===== src/rtl/vga_btn_pkg.sv =====
// Shared encodings for the button conditioner: move directions, debounce FSM states, button indices.
// The BTN_AUTOREPEAT_EN build uses max_int to size its repeat counter.
package vga_btn_pkg;

    typedef enum logic [1:0] {
        DIR_UP    = 2'd0,
        DIR_DOWN  = 2'd1,
        DIR_LEFT  = 2'd2,
        DIR_RIGHT = 2'd3
    } dir_e;

    typedef enum logic [1:0] {
        IDLE         = 2'd0,
        PRESS_WAIT   = 2'd1,
        HELD         = 2'd2,
        RELEASE_WAIT = 2'd3
    } btn_state_e;

    localparam int BTN_U    = 0;
    localparam int BTN_D    = 1;
    localparam int BTN_L    = 2;
    localparam int BTN_R    = 3;
    localparam int NUM_BTNS = 4;

    function automatic int max_int(input int a, input int b);
        return (a > b) ? a : b;
    endfunction

    // Lowest set bit wins, so UP beats DOWN beats LEFT beats RIGHT.
    function automatic dir_e pick_dir(input logic [NUM_BTNS-1:0] p);
        if (p[BTN_U]) return DIR_UP;
        if (p[BTN_D]) return DIR_DOWN;
        if (p[BTN_L]) return DIR_LEFT;
        return DIR_RIGHT;
    endfunction

endpackage


===== src/rtl/btn_debounce_fsm.sv =====
// One button: two-flop synchroniser, debounce FSM, one-cycle press pulse.
// With BTN_AUTOREPEAT_EN defined, a held button also emits repeat pulses.
module btn_debounce_fsm
    import vga_btn_pkg::*;
#(
    parameter int DEBOUNCE_CYCLES = 1485000,
    parameter int REPEAT_DELAY    = 74250000,
    parameter int REPEAT_PERIOD   = 14850000
) (
    input  logic clk,
    input  logic rst,
    input  logic btn_raw,
    output logic btn_level,
    output logic btn_pulse
);

    localparam int CNT_W = $clog2(DEBOUNCE_CYCLES);
    localparam logic [CNT_W-1:0] CNT_LAST = CNT_W'(DEBOUNCE_CYCLES - 1);

    logic             s1_reg;
    logic             s2_reg;
    btn_state_e       state_reg, state_next;
    logic [CNT_W-1:0] cnt_reg, cnt_next;
    logic             pulse_reg, pulse_next;

`ifdef BTN_AUTOREPEAT_EN
    localparam int RCNT_W = $clog2(max_int(REPEAT_DELAY, REPEAT_PERIOD));

    logic [RCNT_W-1:0] rcnt_reg, rcnt_next;
    logic              rep_phase_reg, rep_phase_next;
    logic [RCNT_W-1:0] rep_last;
`endif

    always_ff @(posedge clk) begin
        if (rst) begin
            s1_reg    <= 1'b0;
            s2_reg    <= 1'b0;
            state_reg <= IDLE;
            cnt_reg   <= '0;
            pulse_reg <= 1'b0;
`ifdef BTN_AUTOREPEAT_EN
            rcnt_reg      <= '0;
            rep_phase_reg <= 1'b0;
`endif
        end else begin
            s1_reg    <= btn_raw;
            s2_reg    <= s1_reg;
            state_reg <= state_next;
            cnt_reg   <= cnt_next;
            pulse_reg <= pulse_next;
`ifdef BTN_AUTOREPEAT_EN
            rcnt_reg      <= rcnt_next;
            rep_phase_reg <= rep_phase_next;
`endif
        end
    end

    always_comb begin
        state_next = state_reg;
        cnt_next   = cnt_reg;
        pulse_next = 1'b0;
`ifdef BTN_AUTOREPEAT_EN
        rcnt_next      = rcnt_reg;
        rep_phase_next = rep_phase_reg;
        // First repeat waits the long delay, later ones the short period.
        rep_last       = rep_phase_reg ? RCNT_W'(REPEAT_PERIOD - 1) : RCNT_W'(REPEAT_DELAY - 1);
`endif
        case (state_reg)
            IDLE: begin
                if (s2_reg) begin
                    state_next = PRESS_WAIT;
                    cnt_next   = '0;
                end
            end
            PRESS_WAIT: begin
                if (!s2_reg) begin
                    state_next = IDLE;
                    cnt_next   = '0;
                end else if (cnt_reg == CNT_LAST) begin
                    state_next = HELD;
                    pulse_next = 1'b1;
`ifdef BTN_AUTOREPEAT_EN
                    rcnt_next      = '0;
                    rep_phase_next = 1'b0;
`endif
                end else begin
                    cnt_next = cnt_reg + 1'b1;
                end
            end
            HELD: begin
                if (!s2_reg) begin
                    state_next = RELEASE_WAIT;
                    cnt_next   = '0;
                end
`ifdef BTN_AUTOREPEAT_EN
                else if (rcnt_reg == rep_last) begin
                    pulse_next     = 1'b1;
                    rcnt_next      = '0;
                    rep_phase_next = 1'b1;
                end else begin
                    rcnt_next = rcnt_reg + 1'b1;
                end
`endif
            end
            RELEASE_WAIT: begin
                // A bounce back to pressed returns to HELD silently; rcnt stays frozen.
                if (s2_reg) begin
                    state_next = HELD;
                end else if (cnt_reg == CNT_LAST) begin
                    state_next = IDLE;
                    cnt_next   = '0;
                end else begin
                    cnt_next = cnt_reg + 1'b1;
                end
            end
            default: begin
                state_next = IDLE;
                cnt_next   = '0;
            end
        endcase
    end

    assign btn_level = (state_reg == HELD) || (state_reg == RELEASE_WAIT);
    assign btn_pulse = pulse_reg;

endmodule


===== src/rtl/vga_btn_conditioner.sv =====
// Four debounced buttons feeding a registered U>D>L>R move arbiter.
// Define BTN_AUTOREPEAT_EN to enable auto-repeat pulses on held buttons.
module vga_btn_conditioner
    import vga_btn_pkg::*;
#(
    parameter int DEBOUNCE_CYCLES = 1485000,
    parameter int REPEAT_DELAY    = 74250000,
    parameter int REPEAT_PERIOD   = 14850000
) (
    input  logic                clk,
    input  logic                rst,
    input  logic [NUM_BTNS-1:0] btn_raw,
    output logic [NUM_BTNS-1:0] btn_level,
    output logic [NUM_BTNS-1:0] btn_pulse,
    output logic                move_valid,
    output logic [1:0]          move_dir
);

    genvar gi;
    generate
        for (gi = 0; gi < NUM_BTNS; gi++) begin : g_btn
            btn_debounce_fsm #(
                .DEBOUNCE_CYCLES(DEBOUNCE_CYCLES),
                .REPEAT_DELAY   (REPEAT_DELAY),
                .REPEAT_PERIOD  (REPEAT_PERIOD)
            ) u_fsm (
                .clk      (clk),
                .rst      (rst),
                .btn_raw  (btn_raw[gi]),
                .btn_level(btn_level[gi]),
                .btn_pulse(btn_pulse[gi])
            );
        end
    endgenerate

    logic move_valid_reg;
    dir_e move_dir_reg;

    // Losing pulses in the same cycle are dropped, never queued.
    always_ff @(posedge clk) begin
        if (rst) begin
            move_valid_reg <= 1'b0;
            move_dir_reg   <= DIR_UP;
        end else begin
            move_valid_reg <= |btn_pulse;
            if (|btn_pulse) begin
                move_dir_reg <= pick_dir(btn_pulse);
            end
        end
    end

    assign move_valid = move_valid_reg;
    assign move_dir   = move_dir_reg;

endmodule

===== config.mk =====
export PLATFORM = sky130hd
export DESIGN_NAME = vga_btn_conditioner
export DESIGN_NICKNAME = d
export VERILOG_FILES = /design/src/rtl/vga_btn_pkg.sv /design/src/rtl/btn_debounce_fsm.sv /design/src/rtl/vga_btn_conditioner.sv
export SDC_FILE = /design/constraint.sdc
export NUM_CORES = 1
export LEC_CHECK = 0
export CAP_MARGIN = 40
export CORE_MARGIN = 2
export CORE_UTILIZATION = 48
export CTS_CLUSTER_DIAMETER = 80
export DETAILED_ROUTE_END_ITERATION = 7
export GPL_TIMING_DRIVEN = 0
export PLACE_DENSITY = 0.78
export SYNTH_ARGS = -nofsm -noshare
export SYNTH_HDL_FRONTEND = slang
export SYNTH_SLANG_ARGS = --single-unit

===== constraint.sdc =====
create_clock -name clk -period 2.1 [get_ports clk]
set_input_delay 0.63 -clock clk [delete_from_list [all_inputs] [get_ports clk]]
set_output_delay 0.63 -clock clk [all_outputs]
set_load 0.02 [all_outputs]

Word-level counts from Yosys, hierarchy flattened

Index checks and enable logic that the tools add are counted.

Add/sub/neg operators: 4
Equal/unequal tests: 40
Multiplexer cells: 78
Bitwise logic cells: 8
Reductions and logical operators: 21

Operator list:

| operator              | number |
|---|---|
| $mux 21               | 24 |
| $pmux 21 s4           | 4 |
| $add 21x1->21 const B | 4 |
| $eq 21x21->1 const B  | 4 |
| $mux 2                | 30 |
| $pmux 2 s4            | 4 |
| $reduce_and 4->1      | 8 |
| $ne 3x3->1 const B    | 8 |
| $eq 2x2->1 const B    | 8 |
| $mux 1                | 16 |
| $ne 2x2->1 const B    | 8 |
| $ne 3x1->1 const B    | 4 |
| $reduce_or 3->1       | 4 |
| $eq 2x1->1 const B    | 4 |
| $logic_not 2->1       | 4 |
| $ne 2x1->1 const B    | 4 |
| $not 1->1             | 8 |
| $logic_or 1x1->1      | 4 |
| $reduce_or 4->1       | 1 |

Flip-flop bits (word level): 107
Output and inout port bits: 11
Word-level logic and storage cells: 173

Logic depth before layout (Yosys ltp)

Gate-level depths: netlist of run 1.

Word-level depth: 13
Depth in mapped cells: 8
Mapped depth without buffers: 6

Cells and area by module

A second synthesis of run 1 with hierarchy kept.

Cell total of the unflattened synthesis: 744
Area, all modules: 6069.6 um^2

Modules (own cells, without submodules):

| module                                | times used | cells an instance | area each (um^2) |
|---|---|---|---|
| btn_debounce_fsm (g_btn[0].u_fsm ...) | 3          | 184               | 1487.7 |
| btn_debounce_fsm (g_btn[3].u_fsm)     | 1          | 182               | 1501.4 |
| vga_btn_conditioner                   | 1          | 10                | 105.1 |

Worst setup path after synthesis of run 1

Ideal clock, no wire load.

Kind: reg-to-reg
Start: register g_btn[1].u_fsm.cnt_reg[10]
End: register g_btn[1].u_fsm.cnt_reg[16]
Library setup time: 0.121 ns
Data arrival time: 1.891 ns
Required time: 1.979 ns
Path slack: 0.088 ns
Stages on the path, launching flop included: 7
Path buffers: 1
Period minus slack after synthesis: 2.012 ns
Cell sequence: dfxtp_1 clkbuf_1 or4bb_1 nor3_1 a21oi_1 nand3_1 mux2_2

Word-level cells in the longest chain between the ends: 4

RTL lines:

| what                                                 | RTL line                                        | RTL |
|---|---|---|
| start, declared                                      | btn_debounce_fsm.sv:23                          | `logic [CNT_W-1:0] cnt_reg, cnt_next;` |
| start signal, assigned                               | btn_debounce_fsm.sv:49                          | `cnt_reg <= cnt_next;` |
| $add 21x1->21 / $eq 21x21->1 (equally long branches) | -                                               |  |
| $mux 21, on equally long branches                    | btn_debounce_fsm.sv:109, btn_debounce_fsm.sv:79 |  |
| $mux 21, on equally long branches                    | btn_debounce_fsm.sv:107, btn_debounce_fsm.sv:76 |  |
| $pmux 21 s4                                          | btn_debounce_fsm.sv:68                          | `case (state_reg)` |

Parallel ways exist; a longest one is shown, timed or not. The select of a mux whose other input is x is not followed.
A chain may end at the register's enable or synchronous reset.

Final worst setup path of run 1

Start: register g_btn[0].u_fsm.cnt_reg[2]
End: register g_btn[0].u_fsm.cnt_reg[17]

Word-level cells in the longest chain between the ends: 4

RTL lines:

| what                                                 | RTL line |
|---|---|
| start, declared                                      | btn_debounce_fsm.sv:23 |
| start signal, assigned                               | btn_debounce_fsm.sv:49 |
| $add 21x1->21 / $eq 21x21->1 (equally long branches) | - |
| $mux 21, on equally long branches                    | btn_debounce_fsm.sv:109, btn_debounce_fsm.sv:79 |
| $mux 21, on equally long branches                    | btn_debounce_fsm.sv:107, btn_debounce_fsm.sv:76 |
| $pmux 21 s4                                          | btn_debounce_fsm.sv:68 |

Parallel ways exist; a longest one is shown, timed or not. The select of a mux whose other input is x is not followed.

==> impl_results.md, run 1 <==
- Syn nets: 742
- Crit path max-delay cell type: dfxtp_1
- GPL Wtd Cong: 0.948
- Grt ovf: 0
- Worst Hold Class: flop to flop
- Peak supply drop: 0.464 mV
- Post-synthesis cell area: 0.00598 mm^2
- Initial Util: 0.494
- Max reg flops: 84
- Ys flop type: dfxtp_1
- Clock root cell: clkbuf_16
- R2R Path Start: g_btn[0].u_fsm.cnt_reg[2]$_SDFFE_PP0P_
- CP startpoint: g_btn[0].u_fsm.cnt_reg[2]$_SDFFE_PP0P_
- Die extent in y: 116 um
- IO Port Bufs: 16
- DR iter-0 viols: 423
- Placed instance area: 0.00635 mm^2
- Post-Syn Instances: 732
- Synth warnings: 0
- Reg2reg end: g_btn[0].u_fsm.cnt_reg[17]$_SDFFE_PP0P_
- Fin crit period: 2.05 ns
- Initial antenna violation count: 0
- Unique cell type count in the Yosys netlist: 76
- Relative slew slack: 0.561
- Final Instance Area: 0.00697 mm^2
- Critical path type: flop to flop
- R2R depth: 5
- Core area: 0.0121 mm^2
- Setup TNS: 0 ns
- Pwr dens: 561 mW/mm^2
- DP Wirelength: 10,400 um
- Sequential share of the synthesized area: 0.358
- Post-DRT Antenna Nets: 0
- Per-cell routed wire length: 16.4 um
- Synth area leaders: dfxtp_1 36%, nand2_1 4.1%, nor2_1 4.0%
- Yosys reg bits: 107
- Post-synth top cells: 107 x dfxtp_1, 66 x nand2_1, 63 x nor2_1
- Most frequent cell after synthesis: dfxtp_1
- CTS H-Tree Depth: 3
- Top-area cell type share of the netlist area: 0.358
- Worst-skew pair later-pin latency: 0.36 ns
- First-pass DRT Iterations: 5
- CP startpoint kind: flop
- Area grow syn2layout: 16.5%
- Cts hold-fix bufs: 0
- Setup crit end kind: flop
- Most used cell, CP: and3_1
- RSZ-0062 raised after global routing: true
- WP data required: 2.33 ns
- Worst-Margin Slew: 0.653 ns
- Ys async rst share: 0
- Critical-path cell list: and4_1 > and3_1 > nand3_1 > and3_1 > or3_1
- DIE WIDTH: 116 um
- Leak: 2.60 nW
- Final period utilization: 0.978
- Ant diodes: 0
- Worst R2R Setup Slack: 0.05 ns
- Yosys top cell by area: dfxtp_1
- Total number of vias: 5,789
- CTS tree: yes
- Num ports: 17
- CP endpoint: g_btn[0].u_fsm.cnt_reg[17]$_SDFFE_PP0P_
- Fin nets: 781
- Synthesized area per cell: 8.18 um^2
- Clk_skew: 0.0103 ns
- Fraction of layout cells with a size suffix above 1: 0.164
- Number of synthesized flops with an enable pin: 0
- CTS clk-pin slew, worst paths: 0.07 ns
- Routed vias/inst: 6.14
- Largest net degree at the start of global routing: 17
- Status: finished, final reports clean
- Max Freq: 0.487 GHz
- Row cnt: 40
- Number of global-route vias before repair: 5,363
- Total Wirelength: 15,400 um
- CTS sink count: 107
- Max clock buf depth: 2
- CP max stage delay: 0.48 ns
- FILL cells: 1,080
- DIE AREA: 0.0134 mm^2
- DRC: 0
- Fin util: 0.576
- Critical Path AT: 2.29 ns
- Global-route wire length before repair: 24,800 um
- Max FO, Critical Path: 7
- Max-cap violations: 0
- Slew Limit Fails: 0
- Final setup violation count: 0
- Hold Vio Cnt, Final: 0
- CTS buffer count: 9
- Tot GR Track Use: 0.228
-- stage by stage --
stage / cells / total power, W / setup slack, ns / hold slack [ns]
2_1_floorplan: 732 / 0.00221 / 0.0882 / 0.414
3_3_place_gp: 916 / 0.00226 / -0.463 / 0.422
3_5_place_dp: 916 / 0.00226 / -0.534 / 0.423
4_1_cts: 936 / 0.00393 / 0.000294 / 0.438
5_1_grt: 943 / 0.00402 / -0.0473 / 0.453
6_report: 943 / 0.00391 / 0.0453 / 0.437
-- kinds of logic after synthesis --
logic type | Yosys count | share of synthesized area
mux | 7 | 0.0119
fa+ha+maj | 4 | 0.00836
simple gates | 379 | 0.364
compound gates | 144 | 0.166
buf+inv | 60 | 0.0468
flops | 107 | 0.358
xor+xnor | 31 | 0.0454
-- power breakdown --
part / switching (W) / total (W) / internal, W
Combinational: 0.000120 / 0.000183 / 0.0000626
Clock: 0.000771 / 0.00169 / 0.000915
Sequential: 0.00000757 / 0.00204 / 0.00204
Total: 0.000899 / 0.00391 / 0.00301
-- placed cells by master, fill, tap and decap left out, types with 18 or more instances in the layout --
cell type  count
o21ai_0       18
dfxtp_2       22
nor3_1        19
nor2_1        62
nand4_1       29
and3_1        26
nand3_1       43
dfxtp_1       84
buf_4         31
nand2_1       66
a21oi_1       33
-- final cells by class --
cell class | count | area (um^2) | area share
Multi-Input combinational cell | 565 | 3720 | 0.534
Buffer | 43 | 245 | 0.0352
Clock buffer | 10 | 229 | 0.0328
Timing Repair Buffer | 34 | 297 | 0.0425
Clock inverter | 5 | 55.1 | 0.00790
Inverter | 11 | 41.3 | 0.00592
Tap cell | 168 | 210 | 0.0302
Sequential cell | 107 | 2170 | 0.312
-- worst min-delay path by stage --
stage	start	endpoint	slack (ns)	cells past startpoint
after global placement	g_btn[3].u_fsm.s1_reg$_SDFF_PP0_	g_btn[3].u_fsm.s2_reg$_SDFF_PP0_	0.42	1
after global routing	g_btn[3].u_fsm.s1_reg$_SDFF_PP0_	g_btn[3].u_fsm.s2_reg$_SDFF_PP0_	0.45	1
final	g_btn[3].u_fsm.s1_reg$_SDFF_PP0_	g_btn[3].u_fsm.s2_reg$_SDFF_PP0_	0.44	1
after CTS	g_btn[3].u_fsm.s1_reg$_SDFF_PP0_	g_btn[3].u_fsm.s2_reg$_SDFF_PP0_	0.44	1
after detailed placement	g_btn[3].u_fsm.s1_reg$_SDFF_PP0_	g_btn[3].u_fsm.s2_reg$_SDFF_PP0_	0.42	1
after floorplan	g_btn[0].u_fsm.s1_reg$_SDFF_PP0_	g_btn[0].u_fsm.s2_reg$_SDFF_PP0_	0.41	1
-- what timing repair did --
item,in CTS,in global routing
endpoints found under the setup margin,57,81
setup buffers,7,11
gates cloned,0,0
resized for setup,39,53
pin swaps,5,9
-- worst max-delay path, delay by kind of cell (launching register included) --
kind	cells	cell delay, ns
AND/OR/NAND/NOR	5	1.45
flip-flops	1	0.48
-- metal layers --
layer / up-vias / global-route usage / share of wire
met5: - / 0 / 0
met4: 0 / 0.0492 / 0.016
met3: 35 / 0.0507 / 0.068
met2: 223 / 0.398 / 0.49
met1: 2733 / 0.290 / 0.43
li1: 2798 / - / -
Note: power is estimated with default switching activity, not from simulation.
==> run 2: changes to the inputs <==
--- a/config.mk
+++ b/config.mk
@@ -12,6 +12,7 @@
 export DETAILED_ROUTE_END_ITERATION = 7
 export GPL_TIMING_DRIVEN = 0
 export PLACE_DENSITY = 0.78
+export REMOVE_ABC_BUFFERS = 1
 export SYNTH_ARGS = -nofsm -noshare
 export SYNTH_HDL_FRONTEND = slang
 export SYNTH_SLANG_ARGS = --single-unit
==> run 2 against run 1 <==
  * Final cell count down 4.3%
  * First-iteration DRC count up 20%
  * Sequential power about the same
  * Clock power up 5%
==> impl_results.md, run 2 (synthesis results as in run 1) <==
- Dpl cells: 867
- CTS H-Tree Depth: 3
- Most common cell after layout, fill and taps aside: dfxtp_1
- Largest net degree at the start of global routing: 44
- Core area: 0.0121 mm^2
- Fin cells: 902
- DRC: 0
- Total Wirelength: 14,100 um
- Max reg flops: 84
- CTS sink count: 107
- CP startpoint kind: flop
- Placed instance area: 0.00611 mm^2
- CTS clk-pin slew, worst paths: 0.07 ns
- Clk_skew: 0.00798 ns
- Ant diodes: 0
- Initial Util: 0.494
- Pwr dens: 588 mW/mm^2
- Relative slew slack: 0.494
- Grt ovf: 0
- Max-cap violations: 0
- Peak supply drop: 0.376 mV
- Critical Path AT: 2.28 ns
- Worst-Margin Slew: 0.759 ns
- Hold depth: 1
- Post-DRT Antenna Nets: 0
- Fraction of layout cells with a size suffix above 1: 0.123
- Routed vias/inst: 6.17
- Worst-skew pair later-pin latency: 0.36 ns
- Global-route wire length before repair: 24,300 um
- Max Freq: 0.490 GHz
- Die extent in y: 116 um
- Fin crit period: 2.04 ns
- Max FO, Critical Path: 11
- Num ports: 17
- Total number of vias: 5,568
- Row cnt: 40
- R2R depth: 5
- GPL Wtd Cong: 0.863
- WP data required: 2.34 ns
- Most frequent cells in the layout: 97 x dfxtp_1, 66 x nand2_1, 62 x nor2_1, 43 x nand3_1, 33 x a21oi_1
- DR iter-0 viols: 508
- CTS tree: yes
- IO Port Bufs: 16
- Status: finished, final reports clean
- Hold Vio Cnt, Final: 0
- Slew Limit Fails: 0
- Final period utilization: 0.971
- DIE WIDTH: 116 um
- Leak: 2.39 nW
- Setup crit end kind: flop
- DIE AREA: 0.0134 mm^2
- Max clock buf depth: 2
- Final setup violation count: 0
- Cts hold-fix bufs: 0
- Critical path type: flop to flop
- Tot GR Track Use: 0.223
- Initial antenna violation count: 0
- Number of global-route vias before repair: 5,189
- DP Wirelength: 9320 um
- CTS buffer count: 9
- Final Instance Area: 0.00678 mm^2
- Clock root cell: clkbuf_16
- Area grow syn2layout: 13.2%
- First-pass DRT Iterations: 5
- Per-cell routed wire length: 15.7 um
- Fin nets: 741
- Worst Hold Class: flop to flop
[run 2: timing repair]
action | CTS | global route
setup endpoints to repair | 71 | 42
pin swaps | 5 | 7
gates resized for setup | 30 | 23
setup buffers | 10 | 11
[run 2: through the flow]
step / utilization / TNS (ns) / hold WS, ns / total power (W) / setup WS, ns
finish: 0.559 / 0 / 0.437 / 0.00399 / 0.0608
global route: 0.559 / -0.0463 / 0.465 / 0.00413 / -0.0186
global placement: 0.505 / -128.44 / 0.415 / 0.00224 / -1.99
detailed placement: 0.505 / -26.74 / 0.426 / 0.00224 / -0.769
CTS: 0.545 / 0 / 0.443 / 0.00402 / 0.00176
floorplan: - / -0.0204 / 0.414 / 0.00219 / -0.0204
[run 2: worst max-delay path, stage by stage, from the launching register on]
cell and delay (ns):
dfxtp_1 0.35, or4b_2 0.77, nor2_4 0.18, a41o_4 0.31
nor2_1 0.05, mux2_2 0.26
[run 2: path summary, 6_finish.rpt]
check                                          start                                 endpoint  slack, ns
max          g_btn[1].u_fsm.cnt_reg[14]$_SDFFE_PP0P_  g_btn[1].u_fsm.cnt_reg[16]$_SDFFE_PP0P_       0.06
min                 g_btn[1].u_fsm.s1_reg$_SDFF_PP0_         g_btn[1].u_fsm.s2_reg$_SDFF_PP0_       0.44
max reg2reg  g_btn[1].u_fsm.cnt_reg[14]$_SDFFE_PP0P_  g_btn[1].u_fsm.cnt_reg[16]$_SDFFE_PP0P_       0.06
min reg2reg         g_btn[1].u_fsm.s1_reg$_SDFF_PP0_         g_btn[1].u_fsm.s2_reg$_SDFF_PP0_       0.44
[run 2: layout make-up]
type | instances | area [um^2]
Multi-Input combinational cell | 565 | 3730
Clock inverter | 3 | 65.1
Inverter | 11 | 45.0
Fill cell | 1125 | 5340
Clock buffer | 11 | 233
Tap cell | 168 | 210
Timing Repair Buffer | 37 | 334
Sequential cell | 107 | 2150
[run 2: metal layers]
metal  track usage  share of wire  wire (um)
met3        0.0476          0.041        585
met2         0.376           0.49       6920
met4        0.0770          0.016        227
met1         0.283           0.45       6410
met5             0              0          0
[run 2: power by group]
part	internal [W]	leakage (nW)	switching (W)	total [W]
Clock	0.00103	0.145	0.000735	0.00177
Sequential	0.00204	0.869	0.0000176	0.00206
Combinational	0.0000614	1.38	0.000101	0.000162
==> run 3: changes to the inputs <==
--- a/config.mk
+++ b/config.mk
@@ -5,14 +5,13 @@
 export SDC_FILE = /design/constraint.sdc
 export NUM_CORES = 1
 export LEC_CHECK = 0
-export CAP_MARGIN = 40
+export CAP_MARGIN = 10
 export CORE_MARGIN = 2
 export CORE_UTILIZATION = 48
 export CTS_CLUSTER_DIAMETER = 80
 export DETAILED_ROUTE_END_ITERATION = 7
 export GPL_TIMING_DRIVEN = 0
 export PLACE_DENSITY = 0.78
-export REMOVE_ABC_BUFFERS = 1
 export SYNTH_ARGS = -nofsm -noshare
 export SYNTH_HDL_FRONTEND = slang
 export SYNTH_SLANG_ARGS = --single-unit
==> results of run 3 <==
Final layout, timing and power as in run 1 (identical DEF).
